==> src/rtl/rp_8bit_bd_arb_if.sv <==
// Bus bundle for the rp_8bit data-memory arbiter: two requester ports plus the
// single-port memory side. The arbiter takes the slave view, requesters the master view.
interface rp_8bit_bd_arb_if #(
   parameter int DAW = 13,
   parameter int DW  = 8
);
   // Port 0: core data bus
   logic           p0_req;
   logic           p0_wen;
   logic [DAW-1:0] p0_adr;
   logic [DW-1:0]  p0_wdt;
   logic [DW-1:0]  p0_rdt;
   logic           p0_ack;

   // Port 1: DMA / debug master
   logic           p1_req;
   logic           p1_wen;
   logic [DAW-1:0] p1_adr;
   logic [DW-1:0]  p1_wdt;
   logic [DW-1:0]  p1_rdt;
   logic           p1_ack;
   logic           p1_lck;

   // Shared single-port synchronous memory
   logic           mem_ena;
   logic           mem_wen;
   logic [DAW-1:0] mem_adr;
   logic [DW-1:0]  mem_wdt;
   logic [DW-1:0]  mem_rdt;

   // Handshake: a port raises req with wen/adr/wdt stable and holds them until
   // it sees ack in the same cycle; ack means the access was issued to memory
   // that cycle. Read data appears on rdt the following cycle and is held.
   modport slave (
      input  p0_req, p0_wen, p0_adr, p0_wdt,
      output p0_rdt, p0_ack,
      input  p1_req, p1_wen, p1_adr, p1_wdt, p1_lck,
      output p1_rdt, p1_ack,
      output mem_ena, mem_wen, mem_adr, mem_wdt,
      input  mem_rdt
   );

   modport master (
      output p0_req, p0_wen, p0_adr, p0_wdt,
      input  p0_rdt, p0_ack,
      output p1_req, p1_wen, p1_adr, p1_wdt, p1_lck,
      input  p1_rdt, p1_ack,
      input  mem_ena, mem_wen, mem_adr, mem_wdt,
      output mem_rdt
   );
endinterface

==> src/rtl/rp_8bit_bd_arb.sv <==
// Two-port arbiter in front of the rp_8bit single-port data memory: one access
// per cycle, round-robin or fixed priority, port-1 lock and starvation guard.
module rp_8bit_bd_arb #(
   parameter int DAW = 13,
   parameter int DW  = 8,
   parameter int RRB = 1,
   parameter int STV = 8
) (
   input  logic             clk,
   input  logic             rst,
   rp_8bit_bd_arb_if.slave  bus
);
   localparam int            WCW  = (STV > 0) ? $clog2(STV + 1) : 1;
   localparam logic [WCW-1:0] WMAX = WCW'(STV);

   logic           lst_q, lst_d;
   logic           lkd_q, lkd_d;
   logic [WCW-1:0] wcnt_q, wcnt_d;
   logic           rd_vld_q, rd_vld_d;
   logic           rd_prt_q, rd_prt_d;
   logic [DW-1:0]  h0_q, h0_d;
   logic [DW-1:0]  h1_q, h1_d;

   logic           gnt;
   logic           gnt_prt;
   logic           starve;
   logic           sel_wen;
   logic [DAW-1:0] sel_adr;
   logic [DW-1:0]  sel_wdt;
   logic           ret0;
   logic           ret1;

   // Winner selection; lock and starvation both point at port 1 so they never conflict
   always_comb begin
      starve  = (RRB == 0) && (STV > 0) && (wcnt_q == WMAX);
      gnt     = bus.p0_req | bus.p1_req;
      gnt_prt = 1'b0;
      if (bus.p0_req && bus.p1_req) begin
         if (lkd_q)
            gnt_prt = 1'b1;
         else if (starve)
            gnt_prt = 1'b1;
         else if (RRB != 0)
            gnt_prt = ~lst_q;
         else
            gnt_prt = 1'b0;
      end else if (bus.p1_req) begin
         gnt_prt = 1'b1;
      end
   end

   always_comb begin
      sel_wen = 1'b0;
      sel_adr = '0;
      sel_wdt = '0;
      if (gnt) begin
         sel_wen = gnt_prt ? bus.p1_wen : bus.p0_wen;
         sel_adr = gnt_prt ? bus.p1_adr : bus.p0_adr;
         sel_wdt = gnt_prt ? bus.p1_wdt : bus.p0_wdt;
      end
   end

   assign bus.mem_ena = gnt;
   assign bus.mem_wen = sel_wen;
   assign bus.mem_adr = sel_adr;
   assign bus.mem_wdt = sel_wdt;
   assign bus.p0_ack  = gnt & ~gnt_prt;
   assign bus.p1_ack  = gnt & gnt_prt;

   // Read return is steered combinationally in the cycle after issue, then held
   assign ret0       = rd_vld_q & ~rd_prt_q;
   assign ret1       = rd_vld_q & rd_prt_q;
   assign bus.p0_rdt = ret0 ? bus.mem_rdt : h0_q;
   assign bus.p1_rdt = ret1 ? bus.mem_rdt : h1_q;

   always_comb begin
      lst_d    = gnt ? gnt_prt : lst_q;
      lkd_d    = gnt & gnt_prt & bus.p1_lck & bus.p1_req;
      rd_vld_d = gnt & ~sel_wen;
      rd_prt_d = gnt_prt;
      h0_d     = ret0 ? bus.mem_rdt : h0_q;
      h1_d     = ret1 ? bus.mem_rdt : h1_q;
      if (!bus.p1_req || (gnt && gnt_prt))
         wcnt_d = '0;
      else if (wcnt_q == WMAX)
         wcnt_d = WMAX;
      else
         wcnt_d = wcnt_q + WCW'(1);
   end

   // lst resets to 1 so port 0 takes the first round-robin contest
   always_ff @(posedge clk or posedge rst) begin
      if (rst) begin
         lst_q    <= 1'b1;
         lkd_q    <= 1'b0;
         wcnt_q   <= '0;
         rd_vld_q <= 1'b0;
         rd_prt_q <= 1'b0;
         h0_q     <= '0;
         h1_q     <= '0;
      end else begin
         lst_q    <= lst_d;
         lkd_q    <= lkd_d;
         wcnt_q   <= wcnt_d;
         rd_vld_q <= rd_vld_d;
         rd_prt_q <= rd_prt_d;
         h0_q     <= h0_d;
         h1_q     <= h1_d;
      end
   end
endmodule

==> src/flat_wrapper.sv <==
// flat-port wrapper written by rule: the top's interface ports become plain ports
module rp_8bit_bd_arb_flat 
#(
   parameter int DAW = 13,
   parameter int DW  = 8,
   parameter int RRB = 1,
   parameter int STV = 8
)
  (clk, rst, bus_p0_req, bus_p0_wen, bus_p0_adr, bus_p0_wdt, bus_p0_rdt, bus_p0_ack, bus_p1_req, bus_p1_wen, bus_p1_adr, bus_p1_wdt, bus_p1_lck, bus_p1_rdt, bus_p1_ack, bus_mem_ena, bus_mem_wen, bus_mem_adr, bus_mem_wdt, bus_mem_rdt);
  rp_8bit_bd_arb_if #(.DAW(DAW), .DW(DW)) bus_i ();
  input  logic clk;
  input  logic rst;
  input wire logic [$bits(bus_i.p0_req)-1:0] bus_p0_req;
  input wire logic [$bits(bus_i.p0_wen)-1:0] bus_p0_wen;
  input wire logic [$bits(bus_i.p0_adr)-1:0] bus_p0_adr;
  input wire logic [$bits(bus_i.p0_wdt)-1:0] bus_p0_wdt;
  output wire logic [$bits(bus_i.p0_rdt)-1:0] bus_p0_rdt;
  output wire logic [$bits(bus_i.p0_ack)-1:0] bus_p0_ack;
  input wire logic [$bits(bus_i.p1_req)-1:0] bus_p1_req;
  input wire logic [$bits(bus_i.p1_wen)-1:0] bus_p1_wen;
  input wire logic [$bits(bus_i.p1_adr)-1:0] bus_p1_adr;
  input wire logic [$bits(bus_i.p1_wdt)-1:0] bus_p1_wdt;
  input wire logic [$bits(bus_i.p1_lck)-1:0] bus_p1_lck;
  output wire logic [$bits(bus_i.p1_rdt)-1:0] bus_p1_rdt;
  output wire logic [$bits(bus_i.p1_ack)-1:0] bus_p1_ack;
  output wire logic [$bits(bus_i.mem_ena)-1:0] bus_mem_ena;
  output wire logic [$bits(bus_i.mem_wen)-1:0] bus_mem_wen;
  output wire logic [$bits(bus_i.mem_adr)-1:0] bus_mem_adr;
  output wire logic [$bits(bus_i.mem_wdt)-1:0] bus_mem_wdt;
  input wire logic [$bits(bus_i.mem_rdt)-1:0] bus_mem_rdt;
  assign bus_i.p0_req = bus_p0_req;
  assign bus_i.p0_wen = bus_p0_wen;
  assign bus_i.p0_adr = bus_p0_adr;
  assign bus_i.p0_wdt = bus_p0_wdt;
  assign bus_p0_rdt = bus_i.p0_rdt;
  assign bus_p0_ack = bus_i.p0_ack;
  assign bus_i.p1_req = bus_p1_req;
  assign bus_i.p1_wen = bus_p1_wen;
  assign bus_i.p1_adr = bus_p1_adr;
  assign bus_i.p1_wdt = bus_p1_wdt;
  assign bus_i.p1_lck = bus_p1_lck;
  assign bus_p1_rdt = bus_i.p1_rdt;
  assign bus_p1_ack = bus_i.p1_ack;
  assign bus_mem_ena = bus_i.mem_ena;
  assign bus_mem_wen = bus_i.mem_wen;
  assign bus_mem_adr = bus_i.mem_adr;
  assign bus_mem_wdt = bus_i.mem_wdt;
  assign bus_i.mem_rdt = bus_mem_rdt;
  rp_8bit_bd_arb #(.DAW(DAW), .DW(DW), .RRB(RRB), .STV(STV)) u_core (.clk(clk), .rst(rst), .bus(bus_i));
endmodule
==> config.mk <==
export PLATFORM = sky130hd
export DESIGN_NAME = rp_8bit_bd_arb_flat
export DESIGN_NICKNAME = d
export VERILOG_FILES = /design/src/rtl/rp_8bit_bd_arb_if.sv /design/src/rtl/rp_8bit_bd_arb.sv /design/src/flat_wrapper.sv
export SDC_FILE = /design/constraint.sdc
export NUM_CORES = 1
export LEC_CHECK = 0
export ABC_CLOCK_PERIOD_IN_PS = 1950
export BUFFER_PORTS_ARGS = -buffer_cell sky130_fd_sc_hd__clkbuf_2
export CAP_MARGIN = 20
export CORE_MARGIN = 2
export CORE_UTILIZATION = 36
export CTS_BUF_LIST = sky130_fd_sc_hd__clkbuf_16
export DETAILED_ROUTE_END_ITERATION = 16
export HOLD_SLACK_MARGIN = 0.08
export PLACE_DENSITY = 0.79
export SYNTH_ARGS = -nofsm -noshare
export SYNTH_HDL_FRONTEND = slang
export SYNTH_SLANG_ARGS = --single-unit
==> constraint.sdc <==
create_clock -name clk -period 1.95 [get_ports clk]
set_clock_uncertainty 0.2 [all_clocks]
set_input_delay 0.195 -clock clk [delete_from_list [all_inputs] [get_ports clk]]
set_output_delay 0.195 -clock clk [all_outputs]
set_load 0.02 [all_outputs]
Yosys cells after proc, flatten, opt, wreduce, memory -nomap -nowiden
Cells that the tools add are included.

Word-level logic and storage cells: 30. Flip-flop bits (word level): 20. Output and inout port bits: 41.

Bitwise logic cells: 12. Reduce and logical (&&, ||, !) cells: 1. Mux-type cells: 11.

Operator list (count): 8-bit two-way mux (4); 13-bit two-way mux (2); 1-bit bitwise AND (7); 1-bit two-way mux (5); 1-bit NOT (4); 1-bit logical AND (1); 1-bit OR (1).

Longest topological paths before layout
Depth in word-level cells: 7. Gate-level depth with buffers: 5.

Worst setup path before layout
No wires, ideal clock.

Kind: register to output. From: register u_core.lst_q. To: output bus_mem_adr[10]. Path slack: 0.207 ns. Arrival: 1.348 ns. Stages on the path, launching flop included: 5. Data required time: 1.555 ns. Cell sequence: dfstp_2 > nand2b_1 > a21boi_2 > buf_2 > a22o_1.

Cells in the longest elaborated chain, start to end: 5.

Ends and longest elaborated chain: start: declaration (RTL line rp_8bit_bd_arb.sv:16) `logic lst_q, lst_d;`; start signal: assignment (RTL line rp_8bit_bd_arb.sv:102) `lst_q <= lst_d;`; 1-bit NOT (RTL line rp_8bit_bd_arb.sv:44) `gnt_prt = ~lst_q;`; 1-bit two-way mux (RTL line rp_8bit_bd_arb.sv:39) `if (lkd_q)`; 1-bit two-way mux (RTL line rp_8bit_bd_arb.sv:38) `if (bus.p0_req && bus.p1_req) begin`; 13-bit two-way mux (RTL line rp_8bit_bd_arb.sv:58) `sel_adr = gnt_prt ? bus.p1_adr : bus.p0_adr;`; 13-bit two-way mux (RTL line rp_8bit_bd_arb.sv:56) `if (gnt) begin`; end: declaration (RTL line flat_wrapper.sv:28) `output wire logic [$bits(bus_i.mem_adr)-1:0] bus_mem_adr;`.

Every way passes these cells.

Worst setup path after layout
From: register u_core.lst_q. To: output bus_mem_adr[7].

Same word-level chain as after synthesis.

==> impl_metrics.toml <==
[synth]
yosys.area.top_type_share_pct = 46.8
synth_area_mm2 = 0.00102
synth.avg_cell_area_um2 = 12.7
synth_seq_area_share_pct = 49.4
yosysTopAreaCell = "dfrtp_1"
synthTopCellsByArea = "dfrtp_1 (47%), a22o_1 (20%), mux2_2 (18%), buf_6 (3.3%), dfstp_2 (2.6%)"
synth_seq_cells = 20
synth_cell_types = 15
synth_nets = 137
synthCells = 80
yosys_warnings = 0

[power]
p_leak_nw = 1.02
ir_drop_uv = 935
p_clk_share_pct = 24.7
sequentialPowerShare_pct = 32.2
switchingPower_w = 0.000549
pwr-share-comb_pct = 43.1
swShare_pct = 32.8
cell_internal_pwr_w = 0.00112
power_density_mw_per_mm2 = 880

[die]
dieArea_mm2 = 0.00326
rows = 19
ioPinCount = 98
chipHeight_um = 57.1
initial_core_util_pct = 37.5
coreArea_mm2 = 0.00271
die_x_um = 57.1

[clock_network]
path_clk_slew_ns = 0.05
h-tree-depth = 1
root_buffer = "clkbuf_16"
numCtsBuffers = 3
clk_latency_ns = 0.25
cts_tree = "done"
clockBufferDepth = 2
cts_sinks = 20
postCtsSetupRepairBufs = 0

[global_routing]
grt_antenna_before_repair = 0
grt_pass1_wl_um = 5010
grt_usage_pct = 19.8
grt_max_degree = 25
grt-ovfl-total = 0
first_global_vias = 1129

[timing]
slew-limit-headroom_pct = 51.0
fin_crit_ns = 2.02
fin_setup_tns_ns = -1.13
setup_slack_ns = -0.0715
whs_ns = 0.258
report.final.slew_viol_count = 0
hold_viol = 0
rsz0062_at_grt = "yes"
max_freq_ghz = 0.495
setup_violations = 22
tightest_slew_ns = 0.735
period_share_pct = 104

[setup_path]
critPathMaxFanout = 6
critPathArrivalTime_ns = 1.63
timing.rr.start = "u_core.lst_q$_DFFE_PP1N_"
path_class = "reg -> out"
slowest_stage = "dfstp_2"
cpPeakStageDelay_ns = 0.54
worstPathRequired_ns = 1.55
cp-end-kind = "output pin"
r2r_slack_ns = 0.21
worstPathCellList = "nand3b_1 -> and2_4 -> clkbuf_16 -> a22o_1 -> buf_2"
r2r-end = "u_core.lkd_q$_DFF_PP0_"
rr_worst_depth = 3
start_kind = "flip-flop"

[route]
wl_um = 3370
dr.pass1.iters = 4
ant_nets = 0
drc_errors = 0
drt_iter0_drc = 14
routedWlPerCell_um = 15.0
viasPerCell = 5.02
vias = 1129

[worst_hold_path]
min_path_type = "in -> reg"
min_from = "bus_p1_req"
min_to = "u_core.rd_prt_q$_DFF_PP0_"
hold_depth = 3

[placed_design]
pre_cts_ws_ns = 0.145
port-buffer-count = 97
dp_cells = 205
place_congestion = 0.804
hpwl_um = 2470

[status]
status = "finished with violations"
violations = "setup timing"

[layout]
diodes = 0
fillers = 197
drive_above_1_share_pct = 63.9
syn_to_final_growth_pct = 87.2
instances_no_fill = 225
nets = 252
finish.utilization_pct = 70.2

[flow_run]
cap_violations = 0
[worst max path at each step]
| stage | startpoint | to | slack (ns) | cells past startpoint |
|---|---|---|---|---|
| floorplan | u_core.lst_q$_DFFE_PP1N_ | bus_mem_adr[10] | 0.21 | 4 |
| global placement | u_core.lst_q$_DFFE_PP1N_ | bus_mem_adr[3] | 0.19 | 5 |
| detailed placement | u_core.lst_q$_DFFE_PP1N_ | bus_mem_adr[3] | 0.14 | 5 |
| CTS | u_core.lst_q$_DFFE_PP1N_ | bus_mem_adr[3] | -0.07 | 5 |
| global route | u_core.lst_q$_DFFE_PP1N_ | bus_mem_adr[7] | -0.14 | 5 |
| finish | u_core.lst_q$_DFFE_PP1N_ | bus_mem_adr[7] | -0.07 | 5 |
[final cells by class]
cell class / count / area [um^2] / area share [%]
Sequential cell: 20 / 502 / 26.4
Tap cell: 31 / 38.8 / 2.04
Timing Repair Buffer: 116 / 815 / 42.8
Clock buffer: 3 / 75.1 / 3.95
Inverter: 4 / 15.0 / 0.789
Clock inverter: 1 / 3.75 / 0.197
Multi-Input combinational cell: 50 / 453 / 23.8
[per-layer routing]
| metal | up-vias | wire length [um] | GRT usage [%] |
|---|---|---|---|
| met3 | 15 | 307 | 3.85 |
| met4 | 0 | 146 | 12.3 |
| li1 | 525 | - | - |
| met2 | 79 | 1780 | 38.1 |
| met1 | 510 | 1130 | 19.1 |
| met5 | - | 0 | 0 |
[cell families (layout without fill, tap and decap cells)]
logic type	count (synthesis)	after routing	share of synthesized area, %
compound gates	25	25	21.4
flops	20	20	49.4
simple gates	9	9	5.17
mux	16	16	17.7
buf+inv	10	124	6.28
[cell usage in the layout (no fill, tap or decap), types with 2 or more instances in the layout]
master / synthesis / layout
nand2_1: 2 / 2
nand2b_1: 2 / 2
buf_2: 3 / 6
buf_6: 3 / 7
clkbuf_16: 0 / 4
mux2_2: 16 / 16
a22o_1: 23 / 23
clkbuf_8: 0 / 8
clkbuf_2: 0 / 77
inv_1: 4 / 5
dfrtp_1: 19 / 19
dlygate4sd3_1: 0 / 15
[cells in the mapped netlist]
cell type,instances
inv_1,4
a22o_1,23
or2_2,1
nand2_1,2
buf_6,3
nand2b_1,2
mux2_2,16
a21boi_2,1
dfstp_2,1
buf_2,3
nand3b_1,1
o21ai_0,1
and2_1,2
dfrtp_1,19
and3_1,1
[timing repair]
| action | in CTS | in global routing |
|---|---|---|
| pin swaps | 9 | 5 |
| endpoints found under the setup margin | 22 | 22 |
| cloned | 0 | 1 |
| hold buffers | 15 | 0 |
| gates resized for setup | 19 | 25 |
| endpoints found under the hold margin | 38 | 0 |
[power by group through the flow]
| stage | combinational [W] | clock (W) | sequential, W |
|---|---|---|---|
| final | 0.000721 | 0.000414 | 0.000539 |
| after global routing | 0.000768 | 0.000449 | 0.000548 |
| after CTS | 0.000694 | 0.000425 | 0.000541 |
| after detailed placement | 0.000634 | 0 | 0.000548 |
| after global placement | 0.000621 | 0 | 0.000540 |
| after floorplan | 0.000415 | 0 | 0.000537 |
[worst max-delay path, delay by kind of cell, from the launching register on]
family          cells  cell delay (ns)
buf+inv             2             0.31
simple gates        2             0.31
flops               1             0.54
compound gates      1             0.22
[per-stage QoR]
stage	cell area [um^2]	power (W)
2_1_floorplan	1020	0.000952
6_report	1900	0.00167
5_1_grt	1900	0.00176
3_5_place_dp	1530	0.00118
3_3_place_gp	1530	0.00116
4_1_cts	1840	0.00166
[registers in the layout, indices dropped and copies added, names as in the netlist]
name and count:
u_core.h1_q 8, u_core.lst_q 1, u_core.rd_vld_q 1, u_core.h0_q 8, u_core.rd_prt_q 1, u_core.lkd_q 1
No activity file was read; power rests on OpenSTA's default activity.
